<file path="config.mk">
export PLATFORM = sky130hd
export DESIGN_NAME = jk_mod_counter_flat
export DESIGN_NICKNAME = d
export VERILOG_FILES = /design/src/rtl/jk_mod_counter_if.sv /design/src/rtl/jk_mod_counter.sv /design/src/flat_wrapper.sv
export SDC_FILE = /design/constraint.sdc
export NUM_CORES = 1
export LEC_CHECK = 0
export CORE_UTILIZATION = 51
export DETAILED_ROUTE_END_ITERATION = 8
export PLACE_DENSITY = 0.91
export SLEW_MARGIN = 20
export SYNTH_ARGS = -nofsm -noshare
export SYNTH_HDL_FRONTEND = slang
export SYNTH_SLANG_ARGS = --single-unit
</file>
<file path="constraint.sdc">
create_clock -name CLK -period 3.1 [get_ports CLK]
set_clock_uncertainty 0.05 [all_clocks]
set_input_delay 0.31 -clock CLK [delete_from_list [all_inputs] [get_ports CLK]]
set_output_delay 0.31 -clock CLK [all_outputs]
set_load 0.05 [all_outputs]
</file>
<file path="src/rtl/jk_mod_counter_if.sv">
// Control/status bundle for the JK modulo counter.
// Master drives controls; slave returns count and terminal flags.
interface jk_mod_counter_if #(
  parameter int WIDTH = 4
);
  logic             EN;
  logic             UP;
  logic             LOAD;
  logic [WIDTH-1:0] D;
  logic [WIDTH-1:0] Q;
  logic [WIDTH-1:0] QBAR;
  logic             TC;
  logic             WRAP;

  modport master (
    output EN,
    output UP,
    output LOAD,
    output D,
    input  Q,
    input  QBAR,
    input  TC,
    input  WRAP
  );

  modport slave (
    input  EN,
    input  UP,
    input  LOAD,
    input  D,
    output Q,
    output QBAR,
    output TC,
    output WRAP
  );
endinterface

</file>
<file path="src/rtl/jk_mod_counter.sv">
// Up/down modulo-N counter from a bank of JK stages.
// Define JK_MOD_COUNTER_SATURATE_EN to hold at the bounds.
module jk_stage (
  input  logic CLK,
  input  logic RST_N,
  input  logic j,
  input  logic k,
  output logic q,
  output logic qbar
);
  always_ff @(posedge CLK or negedge RST_N) begin
    if (!RST_N) begin
      q <= 1'b0;
    end else begin
      unique case ({j, k})
        2'b01:   q <= 1'b0;
        2'b10:   q <= 1'b1;
        2'b11:   q <= ~q;
        default: q <= q;
      endcase
    end
  end

  assign qbar = ~q;
endmodule

module jk_mod_counter #(
  parameter int WIDTH   = 4,
  parameter int MODULUS = 10
) (
  input  logic              CLK,
  input  logic              RST_N,
  jk_mod_counter_if.slave   bus
);
  localparam logic [WIDTH:0]   MOD_X =
    (WIDTH+1)'(MODULUS);
  localparam logic [WIDTH-1:0] TOP =
    WIDTH'(MODULUS - 1);
  localparam logic [WIDTH-1:0] ONE =
    WIDTH'(1);

  logic [WIDTH-1:0] q;
  logic [WIDTH-1:0] qbar;
  logic [WIDTH-1:0] j;
  logic [WIDTH-1:0] k;
  logic [WIDTH-1:0] d_clamp;
  logic [WIDTH-1:0] up_nxt;
  logic [WIDTH-1:0] dn_nxt;
  logic [WIDTH-1:0] cnt_nxt;
  logic [WIDTH-1:0] chg;
  logic             at_top;
  logic             at_zero;
  logic             ld;
  logic             cnt_up;
  logic             cnt_dn;
  logic             wrapping;
  logic             tc;

  assign at_top  = (q == TOP);
  assign at_zero = (q == '0);

  assign ld     = bus.LOAD;
  assign cnt_up = ~bus.LOAD & bus.EN & bus.UP;
  assign cnt_dn = ~bus.LOAD & bus.EN & ~bus.UP;

  // Out-of-range load values collapse to the top count
  assign d_clamp =
    ({1'b0, bus.D} >= MOD_X) ? TOP : bus.D;

`ifdef JK_MOD_COUNTER_SATURATE_EN
  assign up_nxt   = at_top  ? q : q + ONE;
  assign dn_nxt   = at_zero ? q : q - ONE;
  assign wrapping = 1'b0;
`else
  assign up_nxt   = at_top  ? '0  : q + ONE;
  assign dn_nxt   = at_zero ? TOP : q - ONE;
  assign wrapping = (cnt_up & at_top) |
                    (cnt_dn & at_zero);
`endif

  assign cnt_nxt = bus.UP ? up_nxt : dn_nxt;
  assign chg     = q ^ cnt_nxt;

  // Stages are only ever steered through J/K
  always_comb begin
    j = '0;
    k = '0;
    unique case (1'b1)
      ld: begin
        j = d_clamp;
        k = ~d_clamp;
      end
      cnt_up, cnt_dn: begin
        if (wrapping) begin
          j = chg & ~q;
          k = chg & q;
        end else begin
          j = chg;
          k = chg;
        end
      end
      default: begin
        j = '0;
        k = '0;
      end
    endcase
  end

  for (genvar i = 0; i < WIDTH; i++) begin : g_stage
    jk_stage u_stage (
      .CLK  (CLK),
      .RST_N(RST_N),
      .j    (j[i]),
      .k    (k[i]),
      .q    (q[i]),
      .qbar (qbar[i])
    );
  end

  assign tc = bus.EN & ~bus.LOAD &
              ((bus.UP & at_top) |
               (~bus.UP & at_zero));

`ifdef JK_MOD_COUNTER_SATURATE_EN
  assign bus.WRAP = 1'b0;
`else
  logic wrap_q;

  always_ff @(posedge CLK or negedge RST_N) begin
    if (!RST_N) begin
      wrap_q <= 1'b0;
    end else begin
      wrap_q <= tc;
    end
  end

  assign bus.WRAP = wrap_q;
`endif

  assign bus.Q    = q;
  assign bus.QBAR = qbar;
  assign bus.TC   = tc;
endmodule

</file>
<file path="src/flat_wrapper.sv">
// flat-port wrapper written by rule: the top's interface ports become plain ports
module jk_mod_counter_flat 
#(
  parameter int WIDTH   = 4,
  parameter int MODULUS = 10
)
  (CLK, RST_N, bus_EN, bus_UP, bus_LOAD, bus_D, bus_Q, bus_QBAR, bus_TC, bus_WRAP);
  jk_mod_counter_if #(.WIDTH(WIDTH)) bus_i ();
  input  logic CLK;
  input  logic RST_N;
  input wire logic [$bits(bus_i.EN)-1:0] bus_EN;
  input wire logic [$bits(bus_i.UP)-1:0] bus_UP;
  input wire logic [$bits(bus_i.LOAD)-1:0] bus_LOAD;
  input wire logic [$bits(bus_i.D)-1:0] bus_D;
  output wire logic [$bits(bus_i.Q)-1:0] bus_Q;
  output wire logic [$bits(bus_i.QBAR)-1:0] bus_QBAR;
  output wire logic [$bits(bus_i.TC)-1:0] bus_TC;
  output wire logic [$bits(bus_i.WRAP)-1:0] bus_WRAP;
  assign bus_i.EN = bus_EN;
  assign bus_i.UP = bus_UP;
  assign bus_i.LOAD = bus_LOAD;
  assign bus_i.D = bus_D;
  assign bus_Q = bus_i.Q;
  assign bus_QBAR = bus_i.QBAR;
  assign bus_TC = bus_i.TC;
  assign bus_WRAP = bus_i.WRAP;
  jk_mod_counter #(.WIDTH(WIDTH), .MODULUS(MODULUS)) u_core (.CLK(CLK), .RST_N(RST_N), .bus(bus_i));
endmodule
</file>
# After elaboration in Yosys (flattened, before gate mapping)
# Index checks and enable logic that the tools add are counted.
[classes]
add_sub_neg = 2
order_cmp = 1
eq_ne = 13
mux = 12
bitwise_logic = 21
reduce_logical = 6
[op_table]
columns = ["cell", "n"]
rows = [
  ["$mux 4", 6],
  ["$eq 2x2->1 const B", 8],
  ["$pmux 4 s2", 2],
  ["$pmux 1 s3", 4],
  ["$reduce_bool 3->1", 4],
  ["$and 1x1->1", 8],
  ["$and 4x4->4", 2],
  ["$eq 2x1->1 const B", 4],
  ["$not 4->4", 2],
  ["$not 1->1", 6],
  ["$add 4x1->4 const B", 1],
  ["$eq 4x4->1 const B", 1],
  ["$ge 4x4->1 const B", 1],
  ["$logic_not 4->1", 1],
  ["$sub 4x1->4 const B", 1],
  ["$xor 4x4->4", 1],
  ["$or 1x1->1", 2],
  ["$reduce_or 2->1", 1],
]
[word_totals]
ff_bits = 5
input_bits = 9
word_cells = 60

# Longest topological paths before layout
[logic_depth]
depth_word = 9
depth_mapped = 9
ltp_nobuf = 8

# Hierarchy
# From an unflattened synthesis, not the netlist that was laid out.
[hier_totals]
hier_cells = 94
hier_area_um2 = 762.0
[by_module_without_submodules]
columns = ["module", "n_inst", "cells_each", "area_per_inst_um2", "seq_area_each_um2"]
rows = [
  ["jk_mod_counter", 1, 78, 611.8, 25.0],
  ["jk_stage", 4, 4, 37.5, 25.0],
]

# Worst setup path before layout
# No wires, ideal clock.
[synth_timing]
kind = "register -> register"
from = "register u_core.g_stage[0].u_stage.q"
to = "register u_core.g_stage[3].u_stage.q"
setup_ns = 0.126
arrival_ns = 1.739
slack_ns = 1.186
stages_incl_launch_ff = 8
synth_period_minus_slack_ns = 1.914
cell_sequence = "dfrtp_1 buf_2 nor4_1 a21oi_1 o211ai_1 ha_1 a221o_1 o311a_1"
[synth_via]
elab_chain_cells = 9
word_cells_on_any_way = 22
cone_classes = "add/sub: 2; eq/ne: 4; mux: 8; bitwise: 6; reduce/logical: 2"
[synth_lines]
columns = ["item", "line_no", "rtl"]
rows = [
  ["from (decl)", "jk_mod_counter.sv:8", "output logic q,"],
  ["from (signal assigned)", "jk_mod_counter.sv:18", "2'b11: q <= ~q;"],
  ["from (signal assigned)", "jk_mod_counter.sv:19", "default: q <= q;"],
  ["$sub 4x1->4 (tied with other cells)", "jk_mod_counter.sv:76", "assign dn_nxt = at_zero ? TOP : q - ONE;"],
  ["$mux 4 (on tied branches)", "jk_mod_counter.sv:76, jk_mod_counter.sv:75", ""],
  ["$mux 4", "jk_mod_counter.sv:81", "assign cnt_nxt = bus.UP ? up_nxt : dn_nxt;"],
  ["$xor 4x4->4", "jk_mod_counter.sv:82", "assign chg = q ^ cnt_nxt;"],
  ["$and 4x4->4 (on tied branches)", "jk_mod_counter.sv:96, jk_mod_counter.sv:95", ""],
  ["$mux 4", "jk_mod_counter.sv:94", "if (wrapping) begin"],
  ["$pmux 4 s2", "jk_mod_counter.sv:88", "unique case (1'b1)"],
  ["$eq 2x2->1 or $eq 2x1->1 (tied branches)", "jk_mod_counter.sv:15", "unique case ({j, k})"],
  ["$pmux 1 s3 or $reduce_bool 3->1 (tied branches)", "n/a", ""],
  ["to (signal assigned)", "jk_mod_counter.sv:18", ""],
  ["to (signal assigned)", "jk_mod_counter.sv:19", ""],
  ["to (decl)", "jk_mod_counter.sv:8", ""],
]
# Several ways; a longest one is shown, not always the timed one.
# A chain may end at the register's enable or synchronous reset.

# Worst setup path after layout
[layout_timing]
from = "input bus_UP"
to = "output bus_TC"
[layout_via]
elab_chain_cells = 4
word_cells_on_any_way = 5
cone_classes = "bitwise: 5"
[layout_lines]
columns = ["item", "line_no", "rtl"]
rows = [
  ["from (decl)", "flat_wrapper.sv:12", "input wire logic [$bits(bus_i.UP)-1:0] bus_UP;"],
  ["$not 1->1", "jk_mod_counter.sv:122", "(~bus.UP & at_zero));"],
  ["$and 1x1->1", "jk_mod_counter.sv:122", ""],
  ["$or 1x1->1 *", "jk_mod_counter.sv:121", "((bus.UP & at_top) |"],
  ["$and 1x1->1 *", "jk_mod_counter.sv:120", "assign tc = bus.EN & ~bus.LOAD &"],
  ["to (decl)", "flat_wrapper.sv:17", "output wire logic [$bits(bus_i.TC)-1:0] bus_TC;"],
]
# Mark *: on every way between the ends. The rest lies on a longest branch, timed or not.

==> flow_metrics.tcl <==
set metrics [dict create \
    p_total_mw 0.8704 \
    port_buffers 18 \
    synthDistinctLibCells 34 \
    core_area_sq_um 1301 \
    synth_xor_area_share_pct 0 \
    synth_top_family_by_area "compound AO/OA/AOI/OAI gates" \
    viasPerCell 5.835 \
    min_path_type "input pin to asynchronous set/reset pin" \
    yosysTopAreaCellShare_pct 17.61 \
    root_buffer "clkbuf_4" \
    synth_compound_area_share_pct 29.40 \
    gp_congestion 0.8008 \
    arrival_ps 2400 \
    wl_um 1515 \
    required_ps 2740 \
    yosys_warnings 0 \
    clk_pin_slew_ps 40 \
    tns_ps 0 \
    post-route-period-util_pct 89.03 \
    yosys.area_share.simple_pct 20.42 \
    rsz0062_at_grt "no" \
    rows 13 \
    grt_max_degree 16 \
    cts_buffer_depth 2 \
    synthMostInstantiatedCell "inv_1" \
    muxShareOfSynthArea_pct 4.225 \
    drv_cap 0 \
    antenna_found_initial 0 \
    wire_per_inst_um 13.17 \
    antenna_cells 0 \
    avgSynthCellArea_sq_um 7.642 \
    final_nets 116 \
    fin_util_pct 64.81 \
    r2r_cells 8 \
    grt_usage_pct 23.30 \
    nFillCells 109 \
    synth-edff-count 0 \
    ys_seq_area_share_pct 17.61 \
    max_slew.worst_pin.slew_ps 522.9 \
    clock_sinks 5 \
    powerDensity_nw_per_um2 1032 \
    max_freq_mhz 362.3 \
    cts_tree "done" \
    area_growth_pct 18.66 \
    clk_latency_ps 240 \
    holdBufCountCts 0 \
    yosysTopAreaCell "dfrtp_1" \
    cp-start-kind "input pin" \
    synth_fa_ha_area_share_pct 10.56 \
    final_area_sq_um 843.3 \
    dpl_worst_slack_ps 356.8 \
    synthCells 93 \
    finalHoldViolCount 0 \
    crit_fanout 12 \
    synthTopCellsByCount "9 x inv_1, 8 x buf_4, 8 x nand2_1" \
    slew_viol_final 0 \
    synthArstFlopShare_pct 100.0 \
    drt_iter0_markers 18 \
    htreeDepth 1 \
    outcome "complete, no violations" \
    pin_count 19 \
    path_class "input pin to primary output" \
    hold_ws_ps 233.4 \
    cp-end-kind "primary output" \
    die_w_um 39.33 \
    setup_viol 0 \
    dr.pass1.iters 5 \
    ys_ff_latch 5 \
    leakage_nw 0.3757 \
    dieHeight_um 39.33 \
    postCtsSetupBuffers 0 \
    cts_made_buffers 3 \
    grt_pass1_vias 540 \
    dp_hpwl_um 1155 \
    start_util_pct 54.62 \
    slew_headroom_pct 65.03 \
    synth.area.top_cells "dfrtp_1 18%, ha_1 11%, buf_4 8.5%" \
    overflow 0 \
    die_area_sq_um 1547 \
    synthesis.nets 108 \
    cts_resized 0 \
    ys.flop_type "dfrtp_1" \
    dp_cells 111 \
    timing.final.crit_period_ps 2760 \
    grt_pass1_wl_um 2428 \
    stdcell_count 115 \
    setup_ws_ps 340.0 \
    vias 671 \
    placed_cell_area_sq_um 817.0 \
    drc 0 \
    syn_area_sq_um 710.7 \
    antenna_left 0 \
    drive_above_1_share_pct 7.000 \
    ir_worst_vdd_uv 682.8 \
]
==> critical path: stages <==
cell	delay, ps
clkdlybuf4s50_1	710
and3_1	260
o21ai_1	150
nor2_1	160
clkdlybuf4s50_1	820
==> worst paths after layout <==
check | slack (ps) | endpoint | startpoint
hold reg to reg | 770 | u_core.g_stage[2].u_stage.q$_DFFE_PN0P_ | u_core.g_stage[2].u_stage.q$_DFFE_PN0P_
min in group CLK | 660 | u_core.g_stage[1].u_stage.q$_DFFE_PN0P_ | bus_D[1]
setup reg to reg | 950 | u_core.g_stage[3].u_stage.q$_DFFE_PN0P_ | u_core.g_stage[0].u_stage.q$_DFFE_PN0P_
max in group asynchronous | 2580 | u_core.bus.WRAP$_DFF_PN0_ | RST_N
setup / recovery | 340 | bus_TC | bus_UP
hold / removal | 230 | u_core.g_stage[0].u_stage.q$_DFFE_PN0P_ | RST_N
==> sequential cells by signal, summed over array words and instances (netlist names) <==
| signal | cells |
|---|---|
| u_core.bus.WRAP | 1 |
| u_core.g_stage.u_stage.q | 4 |
==> cell type report <==
class	instances	area (sq um)	share of cell area [%]
Timing Repair Buffer	18	180.2	21.37
Inverter	9	33.78	4.006
Clock buffer	4	26.28	3.116
Multi-Input combinational cell	64	459.2	54.45
Tap cell	15	18.77	2.226
Sequential cell	5	125.1	14.84
==> layer usage <==
metal	GRT usage, %	part of all wire (%)	vias up
met3	5.682	5.1	0
met2	40.00	49	20
met1	30.18	46	316
met4	2.586	0	0
met5	0	0	-
li1	-	-	335
==> kinds of logic after synthesis <==
| group | Yosys count |
|---|---|
| buffers and inverters | 24 |
| adders and majority gates | 6 |
| AOI/OAI and AO/OA | 28 |
| and+or+nand+nor | 27 |
| muxes | 3 |
| DFF | 5 |
==> report_power, final <==
group          switching, mW  total [mW]  internal (mW)
Clock                 0.0251      0.0736         0.0486
Sequential            0.0867       0.174         0.0876
Combinational          0.377       0.622          0.245
==> placed cells by master (no fill, tap or decap), drive strengths merged <==
cell type,count
a21oi,3
nor2,6
a22o,1
a221o,1
nor3,2
o211a,2
dfrtp,5
o311a,1
clkbuf,4
and3,1
nand3b,3
mux2i,3
and2,1
o21ai,8
nor4,1
a32oi,1
a21o,1
clkdlybuf4s50,18
nand2,8
inv,9
a211o,2
nand4b,1
nand2b,3
nor2b,1
o21a,3
o211ai,3
o311ai,2
ha,6
Power figures use the tool's default switching activity.
